File: config.mk
export PLATFORM = sky130hd
export DESIGN_NAME = demux64_1x8_wbuf
export DESIGN_NICKNAME = d
export VERILOG_FILES = /design/src/rtl/demux_pkg.sv /design/src/rtl/dec3_8.sv /design/src/rtl/demux64_1x8_wbuf.sv
export SDC_FILE = /design/constraint.sdc
export NUM_CORES = 1
export LEC_CHECK = 0
export CORE_MARGIN = 1
export CORE_UTILIZATION = 35
export DETAILED_ROUTE_END_ITERATION = 10
export HOLD_SLACK_MARGIN = 0.1
export PLACE_DENSITY_LB_ADDON = 0.15
export SYNTH_ARGS = -nofsm -noshare
export SYNTH_HDL_FRONTEND = slang
export SYNTH_HIERARCHICAL = 1
export SYNTH_SLANG_ARGS = --single-unit
File: constraint.sdc
create_clock -name clk -period 6.55 [get_ports clk]
set_clock_uncertainty 0.15 [all_clocks]
set_input_delay 1.31 -clock clk [delete_from_list [all_inputs] [get_ports clk]]
set_output_delay 1.31 -clock clk [all_outputs]
set_load 0.02 [all_outputs]
File: src/rtl/demux_pkg.sv
// Shared constants and the queued write-request record for the 64-bit 1:8
// write demux with its in-order write buffer.
//   WIDTH : data width of each holding register
//   NREG  : number of holding registers (power of 2)
//   SELW  : register select width
//   DEPTH : write-FIFO entries (power of 2, >= 2)
//   PTRW  : FIFO pointer width, wraps naturally at DEPTH
//   CNTW  : occupancy counter width, holds 0..DEPTH
package demux_pkg;

    localparam int WIDTH = 64;
    localparam int NREG  = 8;
    localparam int SELW  = $clog2(NREG);
    localparam int DEPTH = 2;
    localparam int PTRW  = $clog2(DEPTH);
    localparam int CNTW  = PTRW + 1;

    typedef struct packed {
        logic [SELW-1:0]  sel;
        logic [WIDTH-1:0] data;
    } wr_req_t;

endpackage

File: src/rtl/dec3_8.sv
// One-hot decoder with enable: onehot_o[i] = en_i & (sel_i == i).
// Ports:
//   en_i     : decoder enable, all outputs low when 0
//   sel_i    : binary index
//   onehot_o : one-hot decode of sel_i
module dec3_8 #(
    parameter int SELW = 3,
    parameter int NREG = 8
) (
    input  logic            en_i,
    input  logic [SELW-1:0] sel_i,
    output logic [NREG-1:0] onehot_o
);

    always_comb begin
        onehot_o = '0;
        for (int i = 0; i < NREG; i++) begin
            onehot_o[i] = en_i & (sel_i == SELW'(i));
        end
    end

endmodule

File: src/rtl/demux64_1x8_wbuf.sv
// Write-side demux for the 64-bit 8:1 read mux. Write requests (sel, data) are
// queued in a small in-order FIFO and drained one per cycle into eight 64-bit
// holding registers whose packed contents feed the read mux inputs directly.
// Ports:
//   clk, rst_n : rising-edge clock, async active-low reset
//   wr_valid   : write request valid
//   wr_ready   : FIFO can accept; a transfer is wr_valid & wr_ready
//   wr_sel     : destination register index
//   wr_data    : write data
//   hold       : stall, no FIFO drain this cycle
//   flush      : synchronous discard of all queued writes (bank untouched)
//   Q          : packed bank, Q[i*WIDTH +: WIDTH] = register i
//   pend       : pend[i] = 1 while a queued entry targets register i
//   count      : FIFO occupancy
//
// Handshake: a write transfers on a rising edge where wr_valid & wr_ready;
// wr_ready depends only on occupancy and flush, never on wr_valid, and the
// producer must hold wr_sel/wr_data stable while wr_valid waits for wr_ready.
module demux64_1x8_wbuf
    import demux_pkg::*;
(
    input  logic                  clk,
    input  logic                  rst_n,
    input  logic                  wr_valid,
    output logic                  wr_ready,
    input  logic [SELW-1:0]       wr_sel,
    input  logic [WIDTH-1:0]      wr_data,
    input  logic                  hold,
    input  logic                  flush,
    output logic [NREG*WIDTH-1:0] Q,
    output logic [NREG-1:0]       pend,
    output logic [CNTW-1:0]       count
);

    localparam logic [CNTW-1:0] DEPTH_C = CNTW'(DEPTH);

    wr_req_t          fifo_q [DEPTH];
    logic [PTRW-1:0]  head_q, head_d;
    logic [PTRW-1:0]  tail_q, tail_d;
    logic [CNTW-1:0]  count_q, count_d;
    logic [WIDTH-1:0] bank_q [NREG];

    logic             push;
    logic             drain;
    wr_req_t          head_req;
    logic [NREG-1:0]  bank_we;
    logic [DEPTH-1:0] entry_valid;
    logic [NREG-1:0]  entry_onehot [DEPTH];

    assign wr_ready = (count_q < DEPTH_C) & ~flush;
    assign push     = wr_valid & wr_ready;
    // flush suppresses the drain so the bank is left exactly as it was.
    assign drain    = (count_q != '0) & ~hold & ~flush;
    assign head_req = fifo_q[head_q];
    assign count    = count_q;

    // Pointer / occupancy next state; flush overrides push and drain.
    always_comb begin
        head_d  = head_q;
        tail_d  = tail_q;
        count_d = count_q;
        if (flush) begin
            head_d  = '0;
            tail_d  = '0;
            count_d = '0;
        end else begin
            if (push)  tail_d = tail_q + PTRW'(1);
            if (drain) head_d = head_q + PTRW'(1);
            case ({push, drain})
                2'b10:   count_d = count_q + CNTW'(1);
                2'b01:   count_d = count_q - CNTW'(1);
                default: count_d = count_q;
            endcase
        end
    end

    always_ff @(posedge clk or negedge rst_n) begin
        if (!rst_n) begin
            head_q  <= '0;
            tail_q  <= '0;
            count_q <= '0;
        end else begin
            head_q  <= head_d;
            tail_q  <= tail_d;
            count_q <= count_d;
        end
    end

    always_ff @(posedge clk or negedge rst_n) begin
        if (!rst_n) begin
            for (int j = 0; j < DEPTH; j++) fifo_q[j] <= '0;
        end else if (push) begin
            fifo_q[tail_q] <= '{sel: wr_sel, data: wr_data};
        end
    end

    // An entry is live when its distance from head is below the occupancy.
    // Each live entry decodes its target, and the OR of those gives pend.
    for (genvar j = 0; j < DEPTH; j++) begin : g_entry
        localparam logic [PTRW-1:0] IDX = PTRW'(j);
        logic [PTRW-1:0] offs;
        assign offs           = IDX - head_q;
        assign entry_valid[j] = {1'b0, offs} < count_q;

        dec3_8 #(.SELW(SELW), .NREG(NREG)) u_pend_dec (
            .en_i     (entry_valid[j]),
            .sel_i    (fifo_q[j].sel),
            .onehot_o (entry_onehot[j])
        );
    end

    always_comb begin
        pend = '0;
        for (int j = 0; j < DEPTH; j++) pend = pend | entry_onehot[j];
    end

    dec3_8 #(.SELW(SELW), .NREG(NREG)) u_bank_dec (
        .en_i     (drain),
        .sel_i    (head_req.sel),
        .onehot_o (bank_we)
    );

    always_ff @(posedge clk or negedge rst_n) begin
        if (!rst_n) begin
            for (int i = 0; i < NREG; i++) bank_q[i] <= '0;
        end else begin
            for (int i = 0; i < NREG; i++) begin
                if (bank_we[i]) bank_q[i] <= head_req.data;
            end
        end
    end

    for (genvar i = 0; i < NREG; i++) begin : g_q
        assign Q[i*WIDTH +: WIDTH] = bank_q[i];
    end

endmodule

==> Word level (Yosys, flattened, before mapping) <==
Index checks and enable logic that the tools add are counted.
Widths: inputs -> output; s select.
{ "op_classes": {"reduce_logical": 8, "n_mux": 12, "bitwise": 33, "shifts": 0, "order_cmp": 6, "add_sub_neg": 6, "multipliers": 0, "n_div": 0, "n_eq_ne": 23} }
{ "ops": {"columns": ["op", "n"], "rows": [
  ["$mux 67", 4],
  ["$bwmux 134", 1],
  ["$demux 67 s1", 1],
  ["$eq 3x3->1 const B", 12],
  ["$and 1x1->1", 28],
  ["$eq 3x2->1 const B", 6],
  ["$eq 3x1->1 const B", 3],
  ["$logic_not 3->1", 3],
  ["$or 8x8->8", 1],
  ["$reduce_bool 2->1", 3],
  ["$ge 2x2->1 const B", 2],
  ["$lt 1x2->1", 2],
  ["$mux 1", 4],
  ["$not 1->2", 2],
  ["$pmux 2 s2", 1],
  ["$reduce_bool 3->1", 1],
  ["$add 1x1->1 const B", 2],
  ["$add 2x1->2 const B", 1],
  ["$eq 2x1->1 const B", 1],
  ["$eq 2x2->1 const B", 1],
  ["$lt 2x1->1 const B", 1],
  ["$lt 2x2->1 const B", 1],
  ["$mux 2", 1],
  ["$not 1->1", 2],
  ["3 further kinds", 4]
]} }
{ "word_totals": {"latch_bits": 0, "word_cells": 103, "input_bits": 72, "ramBits": 0, "register_bits": 650, "out_inout_bits": 523, "n_memories": 0, "mem_bits_ro": 0} }

==> Longest topological paths before layout <==
Gate-level depths: netlist of the first run.
{ "depth": {"depth_word": 6, "depth_mapped": 9, "ltp_nobuf": 5} }

==> Modules after synthesis <==
The synthesis of the first run kept the hierarchy.
{ "modules_own_cells": {"columns": ["module", "seq_area_each_um2", "n_inst", "cells_each", "area_each_um2"], "rows": [
  ["demux64_1x8_wbuf", 16265.6, 1, 2040, 23817.8],
  ["dec3_8", 0.0, 3, 8, 95.1]
]} }

==> Worst setup path after synthesis of the first run <==
No wires, ideal clock.
{ "synth_timing": {"kind": "flip-flop to output port", "startpoint": "register head_q", "endpoint": "output port pend[5]", "n_path_buf": 3, "required_time_ps": 5090, "arrival_ps": 1747, "stages_incl_launch_ff": 8, "slack_ps": 3343, "cell_sequence": "dfrtp_1 clkbuf_1 buf_4 buf_2 inv_1 a21o_1 and4b_2 or2_2"} }
{ "synth_lines": {"columns": ["element", "line", "text"], "rows": [
  ["start, declared", "demux64_1x8_wbuf.sv:38", "logic [PTRW-1:0] head_q, head_d;"],
  ["start signal, assigned", "demux64_1x8_wbuf.sv:79", "head_q <= '0;"],
  ["start signal, assigned", "demux64_1x8_wbuf.sv:83", "head_q <= head_d;"],
  ["end, declared", "demux64_1x8_wbuf.sv:31", "output logic [NREG-1:0] pend,"]
]} }

==> out/summary.txt, run 1 <==
Layout cells sized above 1: 11.9%
Hold Crit Start: fifo_q[14]
Power share of the combinational group: 41.2%
# hold bufs at CTS: 0
Setup ws final: 2090 ps
Area Overhead vs Synth: 38.6%
Cells on worst reg2reg path: 5
Global-route wire length before repair: 118000 um
Clock Latency Late Sink: 600 ps
Num CTS Buffers: 72
Critical path's slowest cell: dfrtp_4
Avg Synthesized Cell Area: 11.7 sq um
Pin count of the biggest net entering global routing: 149
Share of the synthesized area in the top cell type: 67.5%
Final GP Congestion: 0.806
IO Pins: 595
Most numerous cell in the Yosys netlist: dfrtp_1
Pre-CTS WS: 2160 ps
Relative slew slack: 16.5%
Remaining global-route overflow: 0
Worst Hold End: fifo_q[14]
Die H: 264 um
Hold Fails Final Rpt: 0
Setup TNS: 0 ps
Starting density of the core: 35.6%
CP Depth: 5
Pwr dens: 555 nW/um^2
Fill cells: 6015
Sw frac: 37.3%
Drt drc: 0
Crit-path cells: inv_1 -> a21o_1 -> and4b_2 -> or2_2 -> clkdlybuf4s50_1
Critical-path maximum fanout: 37
Slew Viols, Final: 0
CTS clk-pin slew, worst paths: 60 ps
Worst EP arrival: 3000 ps
Crit. End Element: output pin
Pleak: 0.0147 uW
Slowest stage delay, CP: 890 ps
Cts repair resizes: 0
RSZ-0062 raised after global routing: false
NetSw: 6920 uW
Initial antenna violation count: 12
Reg-to-Reg End: Q[237]
Die area: 69900 sq um
Hold depth: 1
Seq pwr share: 36.7%
Period utilization: 68.1%
GRT Util Overall: 22.4%
Post-synth net total: 2136
Routed via count: 17700
Flops & latches, synth: 650
Startpoint Class: flop
Standard-cell rows: 95
Async SR Flop Fraction: 100%
CP Buf/Inv Count: 2
CTS HTree Levels: 3
Die W: 264 um
Number of synthesis warnings: 6
Vias in the first global route: 17600
Peak VDD IR: 277 uV
Min Tclk post-route: 4460 ps
Outcome: completed
CTS tree: done
Most frequent cells after synthesis: dfrtp_1 (650), nor2_1 (516), a21oi_1 (513)
Total setup buffers inserted after CTS: 0
CP top delay family: flip-flops
Maxcap violations: 0
Worst hold slack: 353 ps
CTS root buf: clkbuf_16
Drt wl/cell: 22.1 um
Longest Clk Path Bufs: 3
Clock sinks: 650
Sequential element share of the synthesized area: 67.5%
Placed cell areas: 31000 sq um
Finished layout cell area: 33400 sq um
Post-route ant nets: 0
Synth cell types: 30
Setup Crit Path Kind: flop to output pin
CORE AREA: 67600 sq um
DP Wirelength: 53300 um
Synth Instances: 2064
Fmax achieved: 224 MHz
Final setup fails: 0
Hold/Removal Path Class: flop to flop
Reg-to-reg startpoint: head_q
Post-layout nets: 2705
Worst EP required: 5090 ps
Main synth FF type: dfrtp_1
Total power: 18500 uW
Mapped cell area: 24100 sq um
Reg2reg setup slack: 3180 ps
Initial drt markers: 1142
Area leader, netlist: dfrtp_1
Total internal power: 11600 uW
Slew @ Worst Pin: 1220 ps
EDFF count, synth: 0
Port Buffer Count: 594
First drt pass iteration count: 7
Area contributors post-synth: dfrtp_1 (67%), a21oi_1 (11%), nor2_1 (8.0%), mux2_2 (5.0%), mux2i_1 (2.7%)
Routed WL: 79000 um
Clock Power Share: 22.1%
DR vias/cell: 4.97
## layout by cell type, fill, tap and decap left out, types with 9 or more instances in the layout
cell | Yosys | layout
clkdlybuf4s50_1 | 0 | 593
clkbuf_1 | 114 | 12
diode_2 | 0 | 12
buf_4 | 4 | 30
dfrtp_1 | 650 | 649
clkinv_2 | 0 | 9
nor2_1 | 516 | 516
mux2i_1 | 64 | 64
mux2_2 | 107 | 107
clkbuf_16 | 0 | 75
mux2_4 | 30 | 30
a21oi_1 | 513 | 513
clkbuf_8 | 0 | 17
## power groups by stage
stage               clock (uW)  sequential (uW)  combinational, uW
finish                    4090             6800               7640
global route              4350             7010               8150
CTS                       4200             6790               7720
detailed placement           0             6810               7690
global placement             0             6770               7620
floorplan                    0             8520               1690
## metrics by stage
stage	utilization (%)	std cells
2_1_floorplan	-	2064
3_3_place_gp	45.8	3432
3_5_place_dp	45.8	3432
4_1_cts	49.4	3559
5_1_grt	49.4	3570
6_report	49.4	3571
## final cells by class
type                            count  area [sq um]  area share (%)
Clock inverter                     23           248           0.742
Inverter                            1          3.75          0.0112
Multi-Input combinational cell   1277          7290            21.8
Timing Repair Buffer              631          6320            18.9
Clock buffer                      104          2160            6.45
Antenna cell                       12          30.0          0.0899
Tap cell                          873          1090            3.27
Sequential cell                   650         16300            48.7
## registers in the layout (all words and copies together) (netlist names)
name / cells
Q: 512
fifo_q: 134
count: 2
head_q: 1
tail_q: 1
## layer usage
| layer | up-vias | track usage, % | part of all wire [%] |
|---|---|---|---|
| li1 | 8169 | - | - |
| met4 | 0 | 7.61 | 2.3 |
| met2 | 608 | 35.7 | 47 |
| met1 | 8858 | 28.6 | 42 |
| met3 | 102 | 7.58 | 9.1 |
| met5 | - | 0 | 0 |
## worst max path at each step
stage	startpoint	end	slack (ps)
finish	head_q	pend[5]	2090
global route	head_q	pend[5]	1950
CTS	head_q	pend[5]	1980
detailed placement	hold	Q[253]	2160
global placement	hold	Q[237]	2250
floorplan	head_q	pend[5]	3340
## kinds of logic after synthesis
family,after synthesis,share of synthesized area (%)
AOI/OAI and AO/OA,518,10.8
xor gates and xnor gates,3,0.109
buffers and inverters,137,2.44
DFF,650,67.5
muxes,201,9.53
and+or+nand+nor,555,9.64
No activity file was read; power rests on OpenSTA's default activity.
==> run 2, diff against run 1 <==
==> constraint.sdc (replaced) <==
create_clock -name clk -period 3.79 [get_ports clk]
set_clock_uncertainty 0.15 [all_clocks]
set_input_delay 0.758 -clock clk [delete_from_list [all_inputs] [get_ports clk]]
set_output_delay 0.758 -clock clk [all_outputs]
set_load 0.02 [all_outputs]
==> out/summary.txt, run 2 (synthesized netlist as in run 1, its figures left out) <==
Outcome: completed (unchanged)
Post-layout nets: 2753 (was 2705)
Reg-to-Reg End: Q[55] (was Q[237])
Worst EP arrival: 2510 ps (was 3000 ps)
Die area: 69900 sq um (unchanged)
Final core utilization: 50.3% (was 49.4%)
Cells on worst reg2reg path: 3 (was 5)
CTS clk-pin slew, worst paths: 60 ps (about the same)
Worst hold slack: 352 ps (was 353 ps)
Crit-path cells: inv_1 -> a21o_1 -> and4b_2 -> or2_2 -> clkdlybuf4s50_1 (unchanged)
Post-route ant nets: 0 (unchanged)
Hold/Removal Path Class: flop to flop (unchanged)
Period utilization: 90.2%
Layout cells sized above 1: 13.4% (was 11.9%)
Min Tclk post-route: 3420 ps
Remaining global-route overflow: 0 (unchanged)
CP Depth: 5 (unchanged)
DR vias/cell: 4.99 (was 4.97)
Pin count of the biggest net entering global routing: 81 (was 149)
CTS HTree Levels: 3 (unchanged)
Worst EP required: 2880 ps (was 5090 ps)
Drt drc: 0 (unchanged)
Longest Clk Path Bufs: 3 (unchanged)
RSZ-0062 raised after global routing: false (unchanged)
Fmax achieved: 293 MHz
CTS root buf: clkbuf_16 (unchanged)
Final setup fails: 0 (unchanged)
Hold Fails Final Rpt: 0 (unchanged)
Standard-cell rows: 95 (unchanged)
Slew Viols, Final: 0 (unchanged)
Critical-path maximum fanout: 9 (was 37)
Most frequent cells in the layout: dfrtp_1 (649), clkdlybuf4s50_1 (593), nor2_1 (516) (unchanged)
Initial antenna violation count: 7 (was 12)
Die H: 264 um (unchanged)
Setup TNS: 0 ps (unchanged)
Starting density of the core: 35.6% (unchanged)
Crit. End Element: output pin (unchanged)
Drt wl/cell: 22.2 um (was 22.1 um)
CTS tree: done (unchanged)
Initial drt markers: 1161 (was 1142)
Slowest stage delay, CP: 540 ps (was 890 ps)
IO Pins: 595 (unchanged)
Clock Latency Late Sink: 590 ps (was 600 ps)
Cts repair resizes: 0 (unchanged)
Vias in the first global route: 18200 (was 17600)
Global-route wire length before repair: 121000 um (was 118000 um)
Die W: 264 um (unchanged)
Relative slew slack: 20.2% (was 16.5%)
CORE AREA: 67600 sq um (unchanged)
Crit path to: pend[5] (unchanged)
Max FFs per register: 512 (unchanged)
Total setup buffers inserted after CTS: 0 (unchanged)
CP Launch Point: head_q (unchanged)
Pleak: 0.0150 uW (was 0.0147 uW)
Setup Crit Path Kind: flop to output pin (unchanged)
Routed via count: 18000 (was 17700)
Num CTS Buffers: 72 (unchanged)
Clock sinks: 650 (unchanged)
Final GP Congestion: 0.817 (was 0.806)
Critical path's slowest cell: clkdlybuf4s50_1 (was dfrtp_4)
Reg2reg setup slack: 1060 ps (was 3180 ps)
Commonest non-fill, non-tap cell in the layout: dfrtp_1 (unchanged)
DP Wirelength: 55900 um (was 53300 um)
GRT Util Overall: 22.9% (was 22.4%)
Peak VDD IR: 526 uV (was 277 uV)
Routed WL: 80100 um (was 79000 um)
Port Buffer Count: 594 (unchanged)
Pwr dens: 948 nW/um^2 (was 555 nW/um^2)
Startpoint Class: flop (unchanged)
CP top delay family: buffers and inverters (was flip-flops)
Reg-to-reg startpoint: head_q (unchanged)
CP Buf/Inv Count: 2 (unchanged)
First drt pass iteration count: 5 (was 7)
Maxcap violations: 0 (unchanged)
Area Overhead vs Synth: 41.2% (was 38.6%)
Slew @ Worst Pin: 1160 ps (was 1220 ps)
-- run 2: cell count changes in the layout (fill, tap and decap cells not counted), moves of 2 or more --
cell and change:
clkinv_4 -2, buf_4 +28, clkinvlp_4 -3, diode_2 -5, clkbuf_8 +3, inv_6 -3, buf_12 +19, clkinv_2 +2
-- run 2: worst min path at each step --
| stage | start | endpoint | slack, ps | cells after the start |
|---|---|---|---|---|
| 3_5_place_dp | fifo_q[34] | fifo_q[34] | 340 | 1 |
| 4_1_cts | fifo_q[82] | fifo_q[82] | 360 | 1 |
| 6_report | fifo_q[1] | fifo_q[1] | 350 | 1 |
| 3_3_place_gp | fifo_q[88] | fifo_q[88] | 340 | 1 |
| 2_1_floorplan | rst_n | Q[0] | 310 | 0 |
| 5_1_grt | fifo_q[25] | fifo_q[25] | 370 | 1 |
-- run 2: layout make-up --
cell class	count	area (sq um)
fillers	6002	33600
flip-flops and latches	650	16300
multi-input cells	1277	7290
repair buffers	679	6920
clock buffers	109	2230
well taps	873	1090
clock inverters	18	208
diodes	7	17.5
inverters	1	3.75
-- run 2: where the power goes --
group | internal (uW) | leakage, uW | switching, uW
sequential | 9930 | 0.00812 | 1910
clock | 4320 | 0.00121 | 2790
combinational | 5980 | 0.00567 | 7310
total | 20200 | 0.0150 | 12000
-- run 2: worst register-to-register path: cells and delay by family, from the launching register on --
family	cells	cell delay, ps
muxes	1	1060
buffers and inverters	1	640
DFF	1	510
AOI/OAI and AO/OA	1	180
-- run 2: timing repair --
action | in CTS | in global routing
endpoints found under the hold margin | 61 | 0
hold buffers | 1 | 0
endpoints found under the setup margin | 0 | 0
-- run 2: metal layers --
metal  vias up  track usage [%]  routed length, um
met2       636             36.7              38100
met1      8995             29.2              33200
met4         2             7.31               1820
met5         -                0                 11
met3       108             7.60               7020
li1       8277                -                  -
-- run 2: stage by stage --
| step | total power (uW) | area, sq um | setup WS, ps | std cells |
|---|---|---|---|---|
| finish | 32200 | 34000 | 372 | 3614 |
| global route | 33900 | 34000 | 295 | 3613 |
| CTS | 32600 | 34000 | 319 | 3607 |
| detailed placement | 25300 | 31600 | 458 | 3479 |
| global placement | 25000 | 31600 | 525 | 3479 |
| floorplan | 17600 | 24100 | 1130 | 2064 |
